<file path="config.mk">
export PLATFORM = sky130hd
export DESIGN_NAME = trit_group_ctrl
export DESIGN_NICKNAME = d
export VERILOG_FILES = /design/src/rtl/trit_group_ctrl.sv
export SDC_FILE = /design/constraint.sdc
export NUM_CORES = 1
export LEC_CHECK = 0
export CORE_UTILIZATION = 25
export CTS_CLUSTER_SIZE = 12
export DETAILED_ROUTE_END_ITERATION = 8
export GPL_ROUTABILITY_DRIVEN = 1
export PLACE_DENSITY = 0.47
export SLEW_MARGIN = 0
export SYNTH_ARGS = -nofsm -noshare
export SYNTH_HDL_FRONTEND = slang
export SYNTH_SLANG_ARGS = --single-unit
</file>
<file path="constraint.sdc">
create_clock -name clk -period 3.1 [get_ports clk]
set_clock_uncertainty 0.1 [all_clocks]
set_input_delay 0.31 -clock clk [delete_from_list [all_inputs] [get_ports clk]]
set_output_delay 0.31 -clock clk [all_outputs]
set_load 0.01 [all_outputs]
</file>
<file path="src/rtl/trit_group_ctrl.sv">
// -----------------------------------------------------------------------------
// trit_group_ctrl
//
// Purpose:
//   Collects a frame of N_TRITS balanced-free ternary digits (trits), groups
//   them five at a time, and drives an external trit-to-binary converter
//   through a fixed load / accumulate / capture sequence.
//
//   Each group of five trits becomes one byte. The byte is presented on a
//   valid/ready handshake. A frame that does not fill its last group is
//   padded with zero trits.
//
// Ports:
//   clk          in   rising-edge clock (the only clock)
//   rst          in   asynchronous active-high reset
//   start        in   one-cycle frame-start pulse (ignored while busy)
//   trit_in      in   trit code: 00=0, 01=1, 11=2, 10=illegal
//   trit_valid   in   upstream trit valid
//   trit_ready   out  block accepts trit_in (COLLECT only)
//   conv_a       out  5-trit group, trit i in bits [2i+1:2i]
//   conv_rst     out  converter load strobe (LOAD only)
//   conv_count   out  converter accumulate step 0..3 (ACC only)
//   conv_out     in   converter result byte, final during CAPT
//   byte_out     out  packed byte
//   byte_valid   out  byte_out valid (OUT only)
//   byte_ready   in   downstream accepts byte_out
//   byte_last    out  byte_out is the frame's final byte
//   busy         out  frame in progress (any state but IDLE)
//   err          out  sticky illegal-trit flag, cleared by start or rst
// -----------------------------------------------------------------------------
module trit_group_ctrl #(
  parameter int N_TRITS = 700
) (
  input  logic       clk,
  input  logic       rst,
  input  logic       start,
  input  logic [1:0] trit_in,
  input  logic       trit_valid,
  output logic       trit_ready,
  output logic [9:0] conv_a,
  output logic       conv_rst,
  output logic [1:0] conv_count,
  input  logic [7:0] conv_out,
  output logic [7:0] byte_out,
  output logic       byte_valid,
  input  logic       byte_ready,
  output logic       byte_last,
  output logic       busy,
  output logic       err
);

  typedef enum logic [2:0] {
    IDLE    = 3'd0,
    COLLECT = 3'd1,
    LOAD    = 3'd2,
    ACC     = 3'd3,
    CAPT    = 3'd4,
    OUT     = 3'd5
  } state_t;

  localparam logic [10:0] N_LAST = 11'(N_TRITS);

  state_t     state_q, state_d;
  logic [9:0] trit_cnt_q, trit_cnt_d;
  logic [2:0] slot_q, slot_d;
  logic [9:0] group_q, group_d;
  logic [1:0] acc_q, acc_d;
  logic [7:0] byte_q, byte_d;
  logic       last_q, last_d;
  logic       err_q, err_d;

  // Output flops: every output is decoded from the next state so it
  // changes cleanly on the clock edge together with the state register.
  logic       trit_ready_q, trit_ready_d;
  logic       conv_rst_q, conv_rst_d;
  logic [1:0] conv_count_q, conv_count_d;
  logic       byte_valid_q, byte_valid_d;
  logic       byte_last_q, byte_last_d;
  logic       busy_q, busy_d;

  logic [1:0]  code_s;
  logic        illegal_s;
  logic [10:0] cnt_inc_s;

  // Illegal code 10 is accepted but stored as a zero trit.
  assign illegal_s = (trit_in == 2'b10);
  assign code_s    = illegal_s ? 2'b00 : trit_in;
  assign cnt_inc_s = {1'b0, trit_cnt_q} + 11'd1;

  // Next-state, datapath and output decode.
  always_comb begin
    state_d    = state_q;
    trit_cnt_d = trit_cnt_q;
    slot_d     = slot_q;
    group_d    = group_q;
    acc_d      = acc_q;
    byte_d     = byte_q;
    last_d     = last_q;
    err_d      = err_q;

    case (state_q)
      IDLE: begin
        if (start) begin
          state_d    = COLLECT;
          trit_cnt_d = 10'd0;
          slot_d     = 3'd0;
          group_d    = 10'd0;
          last_d     = 1'b0;
          err_d      = 1'b0;
        end else begin
          state_d = IDLE;
        end
      end

      COLLECT: begin
        if (trit_valid && trit_ready_q) begin
          for (int i = 0; i < 5; i++) begin
            if (slot_q == 3'(i)) begin
              group_d[2*i +: 2] = code_s;
            end else begin
              group_d[2*i +: 2] = group_q[2*i +: 2];
            end
          end
          if (illegal_s) begin
            err_d = 1'b1;
          end else begin
            err_d = err_q;
          end
          trit_cnt_d = cnt_inc_s[9:0];
          // A group closes on its fifth trit or on the frame's final trit;
          // slots not yet written remain zero from the group clear.
          if ((slot_q == 3'd4) || (cnt_inc_s == N_LAST)) begin
            state_d = LOAD;
            slot_d  = 3'd0;
            last_d  = (cnt_inc_s == N_LAST);
          end else begin
            slot_d = slot_q + 3'd1;
          end
        end else begin
          state_d = COLLECT;
        end
      end

      LOAD: begin
        state_d = ACC;
        acc_d   = 2'd0;
      end

      ACC: begin
        acc_d = acc_q + 2'd1;
        if (acc_q == 2'd3) begin
          state_d = CAPT;
        end else begin
          state_d = ACC;
        end
      end

      CAPT: begin
        byte_d  = conv_out;
        state_d = OUT;
      end

      OUT: begin
        if (byte_ready) begin
          group_d = 10'd0;
          if (last_q) begin
            state_d = IDLE;
          end else begin
            state_d = COLLECT;
          end
        end else begin
          state_d = OUT;
        end
      end

      default: begin
        state_d = IDLE;
      end
    endcase

    trit_ready_d = (state_d == COLLECT);
    conv_rst_d   = (state_d == LOAD);
    conv_count_d = (state_d == ACC) ? acc_d : 2'd0;
    byte_valid_d = (state_d == OUT);
    byte_last_d  = (state_d == OUT) && last_d;
    busy_d       = (state_d != IDLE);
  end

  // State, datapath and output registers.
  always_ff @(posedge clk or posedge rst) begin
    if (rst) begin
      state_q      <= IDLE;
      trit_cnt_q   <= 10'd0;
      slot_q       <= 3'd0;
      group_q      <= 10'd0;
      acc_q        <= 2'd0;
      byte_q       <= 8'd0;
      last_q       <= 1'b0;
      err_q        <= 1'b0;
      trit_ready_q <= 1'b0;
      conv_rst_q   <= 1'b0;
      conv_count_q <= 2'd0;
      byte_valid_q <= 1'b0;
      byte_last_q  <= 1'b0;
      busy_q       <= 1'b0;
    end else begin
      state_q      <= state_d;
      trit_cnt_q   <= trit_cnt_d;
      slot_q       <= slot_d;
      group_q      <= group_d;
      acc_q        <= acc_d;
      byte_q       <= byte_d;
      last_q       <= last_d;
      err_q        <= err_d;
      trit_ready_q <= trit_ready_d;
      conv_rst_q   <= conv_rst_d;
      conv_count_q <= conv_count_d;
      byte_valid_q <= byte_valid_d;
      byte_last_q  <= byte_last_d;
      busy_q       <= busy_d;
    end
  end

  assign trit_ready = trit_ready_q;
  assign conv_a     = group_q;
  assign conv_rst   = conv_rst_q;
  assign conv_count = conv_count_q;
  assign byte_out   = byte_q;
  assign byte_valid = byte_valid_q;
  assign byte_last  = byte_last_q;
  assign busy       = busy_q;
  assign err        = err_q;

endmodule
</file>
* Yosys cells after proc, flatten, opt, wreduce, memory -nomap -nowiden
Index checks and enable logic that the tools add are counted.
W data, S select, Z words.
** Storage, ports and cells
- Bits in writable memories :: 0
- Bits in latches :: 0
- Output and inout bits :: 26
- Word-level logic and storage cells :: 94
- Flip-flop bits (word level) :: 45
- Memories kept :: 0
- Input bits :: 15
- Bits in read-only memories :: 0
** Operators by class
- Muxes and demuxes :: 33
- Shift operators :: 0
- Bitwise logic cells :: 0
- Add/sub/neg operators :: 3
- Equality and inequality tests :: 25
- Magnitude comparators :: 0
- Divide/modulo/power cells :: 0
- Reductions and logical operators :: 15
- Multipliers :: 0
** Operators with widths (count)
- $mux W10 :: 4
- $pmux W10 S3 :: 1
- $reduce_and A5 Y1 :: 5
- $mux W3 :: 7
- $pmux W10 S2 :: 1
- $eq A3 B2 Y1 const B :: 6
- $ne A2 B2 Y1 const B :: 9
- $pmux W3 S6 :: 1
- $mux W2 :: 7
- $eq A3 B3 Y1 const B :: 4
- $add A10 B1 Y11 const B :: 1
- $eq A11 B10 Y1 const B :: 1
- $eq A3 B1 Y1 const B :: 3
- $mux W1 :: 8
- $logic_not A3 Y1 :: 2
- $pmux W3 S2 :: 1
- $reduce_bool A3 Y1 :: 2
- $eq A2 B2 Y1 const B :: 2
- $pmux W1 S2 :: 2
- $pmux W2 S2 :: 1
- $reduce_and A4 Y1 :: 1
- $add A3 B1 Y3 const B :: 1
- $reduce_and A3 Y1 :: 1
- $add A2 B1 Y2 const B :: 1
- 3 further kinds :: 4

* Depth between registers and ports, before layout
- Depth in word-level cells :: 8
- Gate-level depth with buffers :: 7
- Gate-level depth less buffers :: 6

* Worst setup path after synthesis
Ideal clock, no wire load.
- Path kind :: register -> register
- Start point :: reg trit_cnt_q[2]
- End point :: reg slot_q[1]
- Clock period less this slack :: 2127 ps
- Stages on the path, launching flop included :: 6
- Library setup time :: 122 ps
- Data arrival time :: 1906 ps
- Slack :: 973 ps
- Path buffers :: 0
- Data required time :: 2878 ps
- Path through :: dfrtp_1 > nand3_2 > or4b_1 > a211o_1 > o31a_1 > a32o_1
** On the way
- Longest elaborated chain between the ends :: 6
** RTL lines
- from (decl) :: line 64 : logic [9:0] trit_cnt_q, trit_cnt_d;
- from (signal assigned) :: line 208 : trit_cnt_q <= trit_cnt_d;
- $add A10 B1 Y11 :: line 88 : assign cnt_inc_s = {1'b0, trit_cnt_q} + 11'd1;
- $eq A11 B10 Y1 :: line 132 : if ((slot_q == 3'd4) || (cnt_inc_s == N_LAST)) begin
- $logic_or A1 B1 Y1 :: line 132
- $mux W3 :: line 132
- $mux W3 :: line 116 : if (trit_valid && trit_ready_q) begin
- $pmux W3 S2 :: line 101 : case (state_q)
- to (signal assigned) :: line 209 : slot_q <= slot_d;
- to (decl) :: line 65 : logic [2:0] slot_q, slot_d;
Every way passes these cells. The select of a mux whose other input is x is not followed.
A chain may end at the register's enable or synchronous reset.

* Final worst setup path
Ends and elaborated chain as after synthesis.

==> metrics.md <==
| Metric | Value |
|---|---|
| Outcome | `complete, no violations` |
| Initial Utilization | `26.1%` |
| RSZ-0062 raised after global routing | `false` |
| LEAKAGE | `0.00122 uW` |
| Cells after Synth | `208` |
| Yosys top cell area share | `52.3%` |
| Slew Viols, Final | `0` |
| Sequential fraction of the synthesis area | `52.3%` |
| Final period util | `74.5%` |
| Seq cells post-synth | `45` |
| Residual DRC count | `0` |
| Total CTS buffers | `5` |
| Drt wl/cell | `13.1 microns` |
| Gr usage total | `11.3%` |
| Clock Path Buffers | `2` |
| Reg-to-reg slack, setup | `0.79 ns` |
| VDD IR max | `0.288 mV` |
| Layout cells sized above 1 | `9.96%` |
| FILL cells | `869` |
| Synth warn | `0` |
| WL met3 | `230 microns` |
| Critical Path End Type | `flip-flop` |
| Die height | `94.8 microns` |
| PwrDens | `793 nW/um^2` |
| Number of buffers added for setup after CTS | `0` |
| Clock Latency Late Sink | `0.29 ns` |
| Post-Route Setup TNS | `0 ns` |
| Clock sinks | `45` |
| Vias in the first global route | `1597` |
| DR vias/cell | `4.65` |
| First-pass GRT wire length | `7690 microns` |
| Congestion Overflow GR | `0` |
| Area of the die | `8990 sq um` |
| Layout area overhead | `28.9%` |
| IO Port Bufs | `40` |
| R2R depth | `5` |
| Iter 0 DRT Violations | `57` |
| Synthesized area per cell | `10.4 sq um` |
| Met1 Wirelength | `2290 microns` |
| Async SR Flop Fraction | `100%` |
| Row count | `33` |
| Number of max-cap violations | `0` |
| Root Buffer Master | `clkbuf_8` |
| Clk slew on worst S/H paths | `0.08 ns` |
| Mapped Area | `2150 sq um` |
| Max Fclk | `433 MHz` |
| Crit path time final | `2.31 ns` |
| Final Setup Violations | `0` |
| Placed cell count | `348` |
| Critical Path AT | `2.40 ns` |
| Drt total wl | `4660 microns` |
| Ant. Diodes | `0` |
| Final hold vios | `0` |
| Post-CTS resize count | `0` |
| Post-CTS Hold Fix Bufs | `0` |
| Vias | `1654` |
| Syn Nets | `231` |
| Finished Layout Cells | `356` |
| DP HPWL | `3330 microns` |
| Drt pass-1 iters | `4` |
| Die width | `94.8 microns` |
| GPL Wtd Cong | `0.727` |
| Maximum level of the CTS H-tree | `2` |
| # IOs | `41` |
| Top sig layer | `met4` |
| Worst path required time | `3.19 ns` |
| Worst slew pin tran | `0.689 ns` |
| Critical path class | `flip-flop to flip-flop` |
| Maximum net fanout on the critical path | `7` |
| Post-synth EDFFs | `0` |
| Initial antenna violation count | `0` |
| Met2 routed WL | `2070 microns` |
| Primary FF master, synth | `dfrtp_1` |
| Pin count of the biggest net entering global routing | `46` |
| Main area contributors after synthesis | `dfrtp_1, nand2_1, mux2_2` |
| CTS tree | `done` |
| Core box area | `8260 sq um` |
| Biggest area consumer among synthesized cells | `dfrtp_1` |
| Synth cell types | `39` |
| Max-Slew Margin vs Limit | `54.0%` |
| Hold WC Path Type | `input pin to asynchronous set/reset pin` |
| Nets | `273` |
| CP Launch Type | `flip-flop` |
| Routed Antenna Nets | `0` |
sequential cells by signal, summed over array words and instances (netlist names):
| signal | count |
|---|---|
| conv_a | 10 |
| byte_last | 1 |
| byte_out | 8 |
| conv_count | 2 |
| busy | 1 |
| err | 1 |
| trit_cnt_q | 10 |
| trit_ready | 1 |
| last_q | 1 |
| conv_rst | 1 |
| state_q | 3 |
| byte_valid | 1 |
| slot_q | 3 |
| acc_q | 2 |
Yosys cell counts, drive strengths merged (2+ instances only):
cell type,count
nand3,7
mux2,13
o21ai,19
nor3b,3
o31ai,3
nor3,4
clkbuf,5
a21oi,3
dfrtp,45
a22o,3
nand2,41
xor2,4
and3,2
nor2,10
nand2b,2
nand4,4
o41ai,2
buf,2
o2bb2ai,4
nor2b,2
inv,8
ha,8
xnor2,2
worst paths after layout:
check | from | end
min in group clk | conv_a[2] | conv_a[2]
worst min register to register | conv_a[2] | conv_a[2]
worst max-delay path | trit_cnt_q[2] | slot_q[1]
worst max register to register | trit_cnt_q[2] | slot_q[1]
max in group asynchronous | rst | trit_cnt_q[4]
worst min-delay path | rst | byte_out[0]
kinds of logic (layout without fill, tap and decap cells):
family                   count (synthesis)  count (layout)  share of synthesized area, %
XOR/XNOR                                 6               6                          2.44
adder cells (fa/ha/maj)                  8               8                          4.65
flip-flops                              45              45                          52.3
buffers and inverters                   15              58                          3.31
AND/OR/NAND/NOR                         78              78                          17.1
AO/OA/AOI/OAI                           43              43                          13.5
multiplexers                            13              13                          6.79
layout by cell type, fill, tap and decap left out, drive strengths merged, types with 2 or more instances in the layout:
master | Yosys | routed
nor2 | 10 | 10
inv | 8 | 7
buf | 2 | 2
xor2 | 4 | 4
nand2b | 2 | 2
clkdlybuf4s50 | 0 | 40
ha | 8 | 8
o2bb2ai | 4 | 4
a22o | 3 | 3
xnor2 | 2 | 2
o21ai | 19 | 19
nor2b | 2 | 2
a21oi | 3 | 3
nand4 | 4 | 4
nand3 | 7 | 7
clkbuf | 5 | 7
nor3b | 3 | 3
mux2 | 13 | 13
dfrtp | 45 | 45
o31ai | 3 | 3
and3 | 2 | 2
nand2 | 41 | 41
o41ai | 2 | 2
nor3 | 4 | 4
metal layers:
| metal | GRT usage [%] | vias to the layer above |
|---|---|---|
| met5 | 0 | - |
| met4 | 4.80 | 0 |
| met3 | 2.90 | 4 |
| met2 | 18.1 | 38 |
| met1 | 14.4 | 798 |
| li1 | - | 814 |
report_power, final:
| part | internal, uW | switching, uW |
|---|---|---|
| registers | 751 | 132 |
| logic | 432 | 427 |
| clock network | 263 | 196 |
| total | 1450 | 756 |
per-stage QoR:
stage / instance area, sq um / power, uW / utilization [%] / hold WS [ns] / worst slack (ns)
2_1_floorplan: 2150 / 1390 / - / 0.317 / 0.973
3_3_place_gp: 2660 / 1760 / 32.2 / 0.374 / 0.866
3_5_place_dp: 2660 / 1760 / 32.2 / 0.376 / 0.816
4_1_cts: 2780 / 2230 / 33.6 / 0.377 / 0.799
5_1_grt: 2780 / 2360 / 33.6 / 0.402 / 0.687
6_report: 2780 / 2200 / 33.6 / 0.355 / 0.791
cell type report:
class | instances | area (sq um) | share of cell area [%]
tap | 105 | 131 | 4.73
timing repair buffer | 42 | 415 | 15.0
clock inverter | 1 | 30.0 | 1.08
clock buffer | 7 | 86.3 | 3.11
multi-input combinational | 148 | 957 | 34.5
sequential | 45 | 1130 | 40.6
inverter | 8 | 30.0 | 1.08
worst max-delay path: stages, from the launching register on:
cell and delay (ns):
dfrtp_1 0.47, nand3_2 0.15, or4b_1 0.52, a211o_1 0.35, o31a_1 0.34, a32o_1 0.27
Note: power is estimated with default switching activity, not from simulation.
